===== src/rtl/i2c_pkg.sv =====
// rtl/i2c_pkg.sv - shared state encoding and bus constants for the I2C target
package i2c_pkg;

    typedef enum logic [2:0] {
        ST_IDLE     = 3'd0,
        ST_ADDR     = 3'd1,
        ST_ACK_ADDR = 3'd2,
        ST_DATA     = 3'd3,
        ST_ACK_DATA = 3'd4,
        ST_IGNORE   = 3'd5
    } state_t;

    localparam logic [6:0] DEFAULT_DEV_ADDR = 7'h3C;

    // SDA line levels seen by the controller during the ninth clock
    localparam logic ACK_LVL  = 1'b0;
    localparam logic NACK_LVL = 1'b1;

    localparam logic [3:0] BITS_PER_BYTE = 4'd8;

endpackage


===== src/rtl/i2c_sync.sv =====
// rtl/i2c_sync.sv - bus input synchronizer and edge detector for SCL/SDA
module i2c_sync #(
    parameter int SYNC_STAGES = 2
) (
    input  logic clk,
    input  logic reset,
    input  logic scl_in,
    input  logic sda_in,
    output logic scl_rise,
    output logic scl_fall,
    output logic sda_rise,
    output logic sda_fall,
    output logic scl_lvl,
    output logic sda_lvl
);

    logic [SYNC_STAGES-1:0] scl_sync;
    logic [SYNC_STAGES-1:0] sda_sync;
    logic                   scl_prev;
    logic                   sda_prev;

    // Shift raw levels through the sync chain; everything resets to bus-idle high
    always_ff @(posedge clk or negedge reset) begin
        if (!reset) begin
            scl_sync <= '1;
            sda_sync <= '1;
            scl_prev <= 1'b1;
            sda_prev <= 1'b1;
        end else begin
            scl_sync <= SYNC_STAGES'({scl_sync, scl_in});
            sda_sync <= SYNC_STAGES'({sda_sync, sda_in});
            scl_prev <= scl_lvl;
            sda_prev <= sda_lvl;
        end
    end

    assign scl_lvl  = scl_sync[SYNC_STAGES-1];
    assign sda_lvl  = sda_sync[SYNC_STAGES-1];
    assign scl_rise = scl_lvl & ~scl_prev;
    assign scl_fall = ~scl_lvl & scl_prev;
    assign sda_rise = sda_lvl & ~sda_prev;
    assign sda_fall = ~sda_lvl & sda_prev;

endmodule


===== src/rtl/i2c_target.sv =====
// rtl/i2c_target.sv - write-only I2C target that ACKs its address and every data byte
module i2c_target
    import i2c_pkg::*;
#(
    parameter logic [6:0] DEV_ADDR    = DEFAULT_DEV_ADDR,
    parameter int         SYNC_STAGES = 2
) (
    input  logic       clk,
    input  logic       reset,
    input  logic       scl_in,
    input  logic       sda_in,
    output logic       sda_oe,
    output logic [7:0] rx_data,
    output logic       rx_valid,
    output logic       busy
);

    logic scl_rise;
    logic scl_fall;
    logic sda_rise;
    logic sda_fall;
    logic scl_lvl;
    logic sda_lvl;

    i2c_sync #(
        .SYNC_STAGES(SYNC_STAGES)
    ) u_sync (
        .clk      (clk),
        .reset    (reset),
        .scl_in   (scl_in),
        .sda_in   (sda_in),
        .scl_rise (scl_rise),
        .scl_fall (scl_fall),
        .sda_rise (sda_rise),
        .sda_fall (sda_fall),
        .scl_lvl  (scl_lvl),
        .sda_lvl  (sda_lvl)
    );

    state_t      state;
    logic [6:0]  shift;
    logic [3:0]  count;

    logic        start_det;
    logic        stop_det;
    logic [7:0]  next_byte;
    logic [3:0]  count_inc;

    assign start_det = sda_fall & scl_lvl;
    assign stop_det  = sda_rise & scl_lvl;
    assign next_byte = {shift, sda_lvl};
    assign count_inc = (count >= BITS_PER_BYTE) ? BITS_PER_BYTE : count + 4'd1;

    // Protocol FSM; bus conditions outrank SCL edges, outputs are registered here
    always_ff @(posedge clk or negedge reset) begin
        if (!reset) begin
            state    <= ST_IDLE;
            shift    <= 7'd0;
            count    <= 4'd0;
            sda_oe   <= 1'b0;
            rx_data  <= 8'h00;
            rx_valid <= 1'b0;
            busy     <= 1'b0;
        end else begin
            rx_valid <= 1'b0;
            if (stop_det) begin
                state  <= ST_IDLE;
                count  <= 4'd0;
                sda_oe <= ~NACK_LVL;
                busy   <= 1'b0;
            end else if (start_det) begin
                state  <= ST_ADDR;
                count  <= 4'd0;
                sda_oe <= ~NACK_LVL;
                busy   <= 1'b0;
            end else begin
                case (state)
                    ST_ADDR: begin
                        if (scl_rise) begin
                            shift <= next_byte[6:0];
                            count <= count_inc;
                            if (count_inc == BITS_PER_BYTE) begin
                                if (next_byte == {DEV_ADDR, 1'b0}) begin
                                    state <= ST_ACK_ADDR;
                                    busy  <= 1'b1;
                                end else begin
                                    state <= ST_IGNORE;
                                end
                            end
                        end
                    end
                    // First fall after the byte starts the ACK pulse, the second ends it
                    ST_ACK_ADDR, ST_ACK_DATA: begin
                        if (scl_fall) begin
                            if (!sda_oe) begin
                                sda_oe <= ~ACK_LVL;
                            end else begin
                                sda_oe <= ~NACK_LVL;
                                state  <= ST_DATA;
                                count  <= 4'd0;
                            end
                        end
                    end
                    ST_DATA: begin
                        if (scl_rise) begin
                            shift <= next_byte[6:0];
                            count <= count_inc;
                            if (count_inc == BITS_PER_BYTE) begin
                                rx_data  <= next_byte;
                                rx_valid <= 1'b1;
                                state    <= ST_ACK_DATA;
                            end
                        end
                    end
                    ST_IDLE, ST_IGNORE: begin
                    end
                    default: begin
                        state <= ST_IDLE;
                        busy  <= 1'b0;
                    end
                endcase
            end
        end
    end

endmodule

===== config.mk =====
export PLATFORM = sky130hd
export DESIGN_NAME = i2c_target
export DESIGN_NICKNAME = d
export VERILOG_FILES = /design/src/rtl/i2c_pkg.sv /design/src/rtl/i2c_sync.sv /design/src/rtl/i2c_target.sv
export SDC_FILE = /design/constraint.sdc
export NUM_CORES = 1
export LEC_CHECK = 0
export CAP_MARGIN = 20
export CORE_MARGIN = 10
export CORE_UTILIZATION = 55
export CTS_CLUSTER_SIZE = 10
export DETAILED_ROUTE_END_ITERATION = 7
export GPL_TIMING_DRIVEN = 0
export PLACE_DENSITY_LB_ADDON = 0.3
export REMOVE_ABC_BUFFERS = 1
export SYNTH_ARGS = -nofsm -noshare
export SYNTH_HDL_FRONTEND = slang
export SYNTH_SLANG_ARGS = --single-unit

===== constraint.sdc =====
create_clock -name clk -period 2.6 [get_ports clk]
set_input_delay 0.52 -clock clk [delete_from_list [all_inputs] [get_ports clk]]
set_output_delay 0.52 -clock clk [all_outputs]
set_load 0.005 [all_outputs]

# Word level (Yosys, flattened, before mapping)
# Cells that the tools add are included.
[word_totals] reg_bits=31 output_inout_bits=11
[op_classes] bitwise_logic=12 n_eq_ne=17 muxes=33 reduce_logical=14 add_sub_neg=1 magnitude_cmp=1
[op_table] op="$ne 4x4->1 const B" n=7
[op_table] op="$mux 3" n=9
[op_table] op="$mux 4" n=6
[op_table] op="$mux 1" n=15
[op_table] op="$pmux 3 s4" n=1
[op_table] op="$reduce_and 4->1" n=3
[op_table] op="$eq 8x7->1 const B" n=1
[op_table] op="$pmux 4 s2" n=1
[op_table] op="$reduce_and 7->1" n=1
[op_table] op="$and 1x1->1" n=6
[op_table] op="$eq 3x2->1 const B" n=2
[op_table] op="$eq 3x3->1 const B" n=2
[op_table] op="$not 1->1" n=6
[op_table] op="$reduce_bool 3->1" n=2
[op_table] op="$reduce_or 2->1" n=3
[op_table] op="$reduce_and 5->1" n=1
[op_table] op="$reduce_or 5->1" n=1
[op_table] op="$add 4x1->4 const B" n=1
[op_table] op="$eq 4x4->1 const B" n=1
[op_table] op="$ge 4x4->1 const B" n=1
[op_table] op="$ne 4x1->1 const B" n=1
[op_table] op="$reduce_bool 4->1" n=1
[op_table] op="$eq 3x1->1 const B" n=1
[op_table] op="$logic_not 3->1" n=1
[op_table] op="4 further kinds" n=4

# Depth between registers and ports, before layout
# Gate-level depths: netlist of run 1.
[depth] word_depth=8 mapped_depth=7

# Cells and area by module
# From an unflattened synthesis of run 1, not the netlist that was laid out.
[unflattened] hier_cells=119 area_unflattened_um2=1481.4
[modules_own_cells] module="i2c_target" seq_area_each_um2=625.6 area_per_inst_um2=1288.7 cells_each=109 instances=1
[modules_own_cells] module="i2c_sync" seq_area_each_um2=157.7 area_per_inst_um2=192.7 cells_each=10 instances=1

# Worst setup path after synthesis of run 1
# Ideal clock, no wire load.
[synth_timing] path_type="register to register" start="reg count[0]" end="reg state[0]" path_stages_with_launch=8 slack_ns=0.705 n_path_buf=0 setup_time_ns=0.126 t_required_ns=2.474 t_arrival_ns=1.769 cell_sequence="dfrtp_1 -> inv_1 -> ha_1 -> nor4bb_1 -> a22o_1 -> o32a_2 -> nor2_1 -> o32a_1"
[synth_via] elab_chain_cells=5
[synth_lines] item="start: declaration" line="i2c_target.sv:42" text="logic [3:0] count;"
[synth_lines] item="start signal: assignment" line="i2c_target.sv:81" text="count <= count_inc;"
[synth_lines] item="start signal: assignment" line="i2c_target.sv:107" text="count <= count_inc;"
[synth_lines] item="$add 4x1->4 or $ge 4x4->1 (tied branches)" line="i2c_target.sv:52" text="assign count_inc = (count >= BITS_PER_BYTE) ? BITS_PER_BYTE : count + 4'd1;"
[synth_lines] item="$mux 4 (*)" line="i2c_target.sv:52"
[synth_lines] item="$eq 4x4->1 (*)" line="i2c_target.sv:82, i2c_target.sv:108"
[synth_lines] item="$ne 4x4->1 (no line)"
[synth_lines] item="$reduce_and 7->1 (no line) (*)"
[synth_lines] item="end signal: assignment" line="i2c_target.sv:57" text="state <= ST_IDLE;"
[synth_lines] item="end signal: assignment" line="i2c_target.sv:84" text="state <= ST_ACK_ADDR;"
[synth_lines] item="end signal: assignment" line="i2c_target.sv:111" text="state <= ST_ACK_DATA;"
[synth_lines] item="end: declaration" line="i2c_target.sv:40" text="state_t state;"
# Mark *: on every way between the ends. The rest lies on a longest branch, timed or not.
# A chain may end at the register's enable or synchronous reset.

# Final worst setup path of run 1
# Same ends and word-level chain as after synthesis.

==> flow_summary.ini, run 1 <==
[logic_synthesis]
ys_seq_elements = 31
syn_area_um2 = 1421
synth_area_per_cell_um2 = 12.58
synth_top_family_by_area = simple AND/OR/NAND/NOR gates
synth_edf_count = 0
synth_cells = 113
synth-seq-area-share = 0.5511
yosysWarnings = 0
ys.flop_type = dfrtp_1
synth_cell_types = 44
synth-xor-area-share = 0.01849
yosysTopAreaCell = dfrtp_1
synthSimpleGateAreaFrac = 0.1435
async_flop_share = 1.000
synth_mux_area_frac = 0.1188
synth_compound_area_frac = 0.1188
synthAdderAreaFrac = 0.01761
synth_top_area_share = 0.4401
netlist_top_cells_area = dfrtp_1, mux2_2, dfstp_2, a21oi_1, and3_1

[drt]
post_drt_wl_per_cell_um = 16.18
route.vias.total = 960
firstDrtPassIters = 4
drt-initial-drc-count = 61
via_per_inst = 5.890
drcViolationCount = 0
ant_nets = 0
wl_mm = 2.637

[global_route]
antenna_found_initial = 0
grt_max_degree = 23
grt_use_total = 0.1182
grt_pass1_wl_mm = 4.885
overflow = 0
grt_pass1_vias = 1063

[worst_setup_path]
path_max_fanout = 6
arrival_ps = 2320
endpoint = state[0]
r2r_slack_ps = 490
critPathLaunch = count[0]
end_kind = flip-flop
timing.rr.start = count[0]
ff2ff_path_depth = 7
worstSetupPathType = flip-flop to flip-flop
crit_required_ps = 2810
critPathLaunchType = flip-flop
r2r-end = state[0]

[floorplanning]
coreArea_um2 = 2477
rows = 18
dieArea_um2 = 5018
die_x_um = 70.84
num_io_pins = 15
start_util = 0.5737
die_h_um = 70.84

[job]
drv_cap = 0

[sta]
final_hold_viol_count = 0
tightest_slew_ps = 485.4
rsz0062_at_grt = no
fin_skew_ps = 11.71
clock.fmax_ghz = 0.4736
worst_slack_ps = 488.4
drv_slew = 0
fin_crit_ps = 2112
post-route-period-util = 0.8122
slew_headroom = 0.6754
setup_viol = 0
setup_tns_ps = 0

[run_status]
outcome = completed

[finish]
syn_to_final_growth_pct = 18.05
num_antenna_cells = 0
final_common_cell = dfrtp_1
nets = 138
multi_input_area_um2 = 593.1
layout.cells.non_filler = 163
drive_above_1_share = 0.2707
area.sequential_um2 = 783.3
fillers = 198
final_cell_mix = dfrtp_1, mux2_2, clkdlybuf4s50_1

[place]
placed_cells = 155
dpl.hpwl_mm = 1.907
gp_routability_congestion = 0.8521
place_ws_ps = 502.6
io_buffers = 14

[pwr]
total_leakage_power_nw = 0.7635
p_per_area_nw_per_um2 = 825.7
irDropWorstVdd_mv = 0.6340

[clocking]
cts_setup_buffers = 0
clock-root-buffer = clkbuf_4
ctsHtreeMaxLevel = 2
clockBufferDepth = 2
hold_buffers = 0
cts_sinks = 31
path_clk_slew_ps = 100
numCtsBuffers = 5
ctsResizeCount = 0
cts_tree = built
clock_latency_ps = 330

[hold_path]
worstHoldPathType = flip-flop to flip-flop
[worst min path at each step]
stage                                   from                  to  cells after the start
after global routing      u_sync.scl_sync[0]  u_sync.scl_sync[1]                      0
final                     u_sync.sda_sync[0]  u_sync.sda_sync[1]                      0
after floorplan                        reset                busy                      0
after global placement    u_sync.scl_sync[0]  u_sync.scl_sync[1]                      0
after CTS                 u_sync.sda_sync[0]  u_sync.sda_sync[1]                      0
after detailed placement  u_sync.sda_sync[0]  u_sync.sda_sync[1]                      0
[report_power, final]
part           switching (W)  leakage [nW]  internal (W)
registers          0.0000970         0.405      0.000546
clock network       0.000169        0.0482      0.000227
logic               0.000172         0.310      0.000174
[sequential cells by signal, indices dropped and copies added, names as in the netlist]
name             cells
u_sync.sda_prev      1
u_sync.scl_prev      1
u_sync.sda_sync      2
rx_data              8
sda_oe               1
state                3
rx_valid             1
busy                 1
count                4
shift                7
u_sync.scl_sync      2
[layer usage]
layer	global-route usage	routed length, um	up-vias
met5	0	0	-
met4	0.05591	63	0
met3	0.05718	168	6
met2	0.1840	1271	23
met1	0.1331	1134	479
li1	-	-	452
[critical path, cell delays in order (launching register included)]
cell,delay (ps)
dfrtp_1,440
inv_1,60
ha_1,310
nor4bb_1,270
a22o_1,300
o32a_2,240
nor2_1,60
o32a_1,320
[cell usage after synthesis, types with 2 or more instances]
master / number
dfrtp_1: 25
inv_1: 6
a22o_1: 2
dfstp_2: 6
mux2_2: 15
nand2b_1: 4
nand3b_1: 2
o21ai_1: 2
nor3_1: 3
nor2_1: 5
ha_1: 2
a21oi_1: 5
xnor2_1: 2
and3_1: 4
[through the flow]
step	util	hold slack, ps	power, W	instance area (um2)
CTS	0.6773	359.9	0.001391	1678
finish	0.6773	358.9	0.001385	1678
detailed placement	0.6424	347.0	0.0009923	1592
global placement	0.6364	346.1	0.0009713	1577
floorplan	-	224.4	0.0008969	1399
global route	0.6773	367.5	0.001478	1678
[area by class of cell]
class / count / area share
inverter: 6 / 0.01342
clock buffer: 6 / 0.03057
tap: 30 / 0.02237
clock inverter: 2 / 0.02088
multi-input combinational: 73 / 0.3535
sequential: 31 / 0.4668
timing repair buffer: 15 / 0.09247
[cells by family after synthesis]
kind of cell,after synthesis
DFF,31
and+or+nand+nor,30
AOI/OAI and AO/OA,23
muxes,15
buffers and inverters,9
xor gates and xnor gates,3
adders and majority gates,2
Power figures use the tool's default switching activity.
==> run 2, diff against run 1 <==
clock period = 2.1 ns   (was 2.6 ns; I/O delays follow)
==> flow_summary.ini, run 2 (synthesis results as in run 1) <==
[worst_setup_path]
critPathLaunch = count[0]
timing.rr.start = count[0]
critPathLaunchType = flip-flop
worstSetupPathType = flip-flop to flip-flop
end_kind = flip-flop
crit_required_ps = 2310
ff2ff_path_depth = 7
arrival_ps = 2180
path_max_fanout = 6

[floorplanning]
start_util = 0.5737
num_io_pins = 15
die_h_um = 70.84
dieArea_um2 = 5018
coreArea_um2 = 2477
rows = 18
die_x_um = 70.84

[hold_path]
worstHoldPathCells = 0
worstHoldPathType = flip-flop to flip-flop
worstHoldStart = u_sync.sda_sync[0]

[clocking]
clock-root-buffer = clkbuf_4
path_clk_slew_ps = 100
ctsHtreeMaxLevel = 2
cts_tree = built
clockBufferDepth = 2
cts_sinks = 31
numCtsBuffers = 5
clock_latency_ps = 330

[drt]
post_drt_wl_per_cell_um = 16.11
ant_nets = 0
drt-initial-drc-count = 107
drcViolationCount = 0
via_per_inst = 5.886
route.vias.total = 983
wl_mm = 2.690
firstDrtPassIters = 4

[finish]
final_common_cell = dfrtp_1
final_cell_mix = dfrtp_1, mux2_2, clkdlybuf4s50_1
num_antenna_cells = 0
top_regs = rx_data (8), shift (7), count (4)
drive_above_1_share = 0.2993
nets = 142
largest_reg_flops = 8
top_register = rx_data
syn_to_final_growth_pct = 21.13

[sta]
fin_crit_ps = 1966
setup_viol = 0
slew_headroom = 0.6733
final_hold_viol_count = 0
clock.fmax_ghz = 0.5085
worst_slack_ps = 133.6
tightest_slew_ps = 488.6
setup_tns_ps = 0
fin_skew_ps = 13.59
rsz0062_at_grt = no
post-route-period-util = 0.9364
drv_slew = 0

[place]
gp_routability_congestion = 0.8521
io_buffers = 14
place_ws_ps = 2.645
dpl.hpwl_mm = 1.907

[pwr]
total_leakage_power_nw = 0.7881
p_per_area_nw_per_um2 = 1016
irDropWorstVdd_mv = 0.7855
power_w = 0.001749

[run_status]
outcome = completed

[global_route]
grt_max_degree = 23
antenna_found_initial = 0
grt_use_total = 0.1182
grt_pass1_wl_mm = 4.892
overflow = 0
grt_pass1_vias = 1068

[job]
drv_cap = 0
run 2: changes by cell type in the layout (fill, tap and decap cells not counted):
cell	previous run	this run
buf_4	0	3
a22o_1	2	1
a22o_2	0	1
buf_12	0	1
run 2: worst max-delay path, stage by stage, from the launching register on:
cell	delay, ps
dfrtp_1	400
inv_1	60
ha_1	300
nor4bb_1	270
a22o_2	230
o32a_2	200
nor2_1	60
o32a_1	320
run 2: what timing repair did:
| item | 4_1_cts | 5_1_grt |
|---|---|---|
| buffers inserted | 0 | 4 |
| pin swaps | 0 | 1 |
| hold buffers | 0 | 0 |
| resized for setup | 1 | 0 |
| setup endpoints to repair | 1 | 2 |
run 2: metrics by stage:
step / hold slack [ps] / area [um2] / cells / utilization
after floorplan: 124.4 / 1399 / 110 / -
after detailed placement: 347.0 / 1592 / 155 / 0.6424
after CTS: 359.9 / 1679 / 163 / 0.6778
after global placement: 346.1 / 1577 / 154 / 0.6364
after global routing: 367.5 / 1722 / 167 / 0.6949
final: 358.9 / 1722 / 167 / 0.6949
run 2: metal layers:
metal,vias to the layer above,global-route usage,part of all wire
li1,458,-,-
met1,494,0.1322,0.44
met2,25,0.1850,0.48
met3,6,0.05718,0.063
met4,0,0.05591,0.022
met5,-,0,0
run 2: cell type report:
class,count,area [um2]
Tap cell,30,37.54
Clock inverter,2,35.03
Clock buffer,6,51.30
Sequential cell,31,783.3
Inverter,6,22.52
Timing Repair Buffer,19,197.7
Fill cell,192,755.7
Multi-Input combinational cell,73,594.3
run 2: path summary, 6_finish.rpt:
check                                     end  slack, ps
hold / removal             u_sync.sda_sync[1]        360
hold reg to reg            u_sync.sda_sync[1]        360
setup / recovery                     state[0]        130
max in group asynchronous  u_sync.sda_sync[0]       1090
min in group asynchronous            count[2]        400
setup reg to reg                     state[0]        130
run 2: power breakdown:
group / switching, W / internal [W]
Combinational: 0.000221 / 0.000243
Clock: 0.000212 / 0.000281
Sequential: 0.000116 / 0.000677
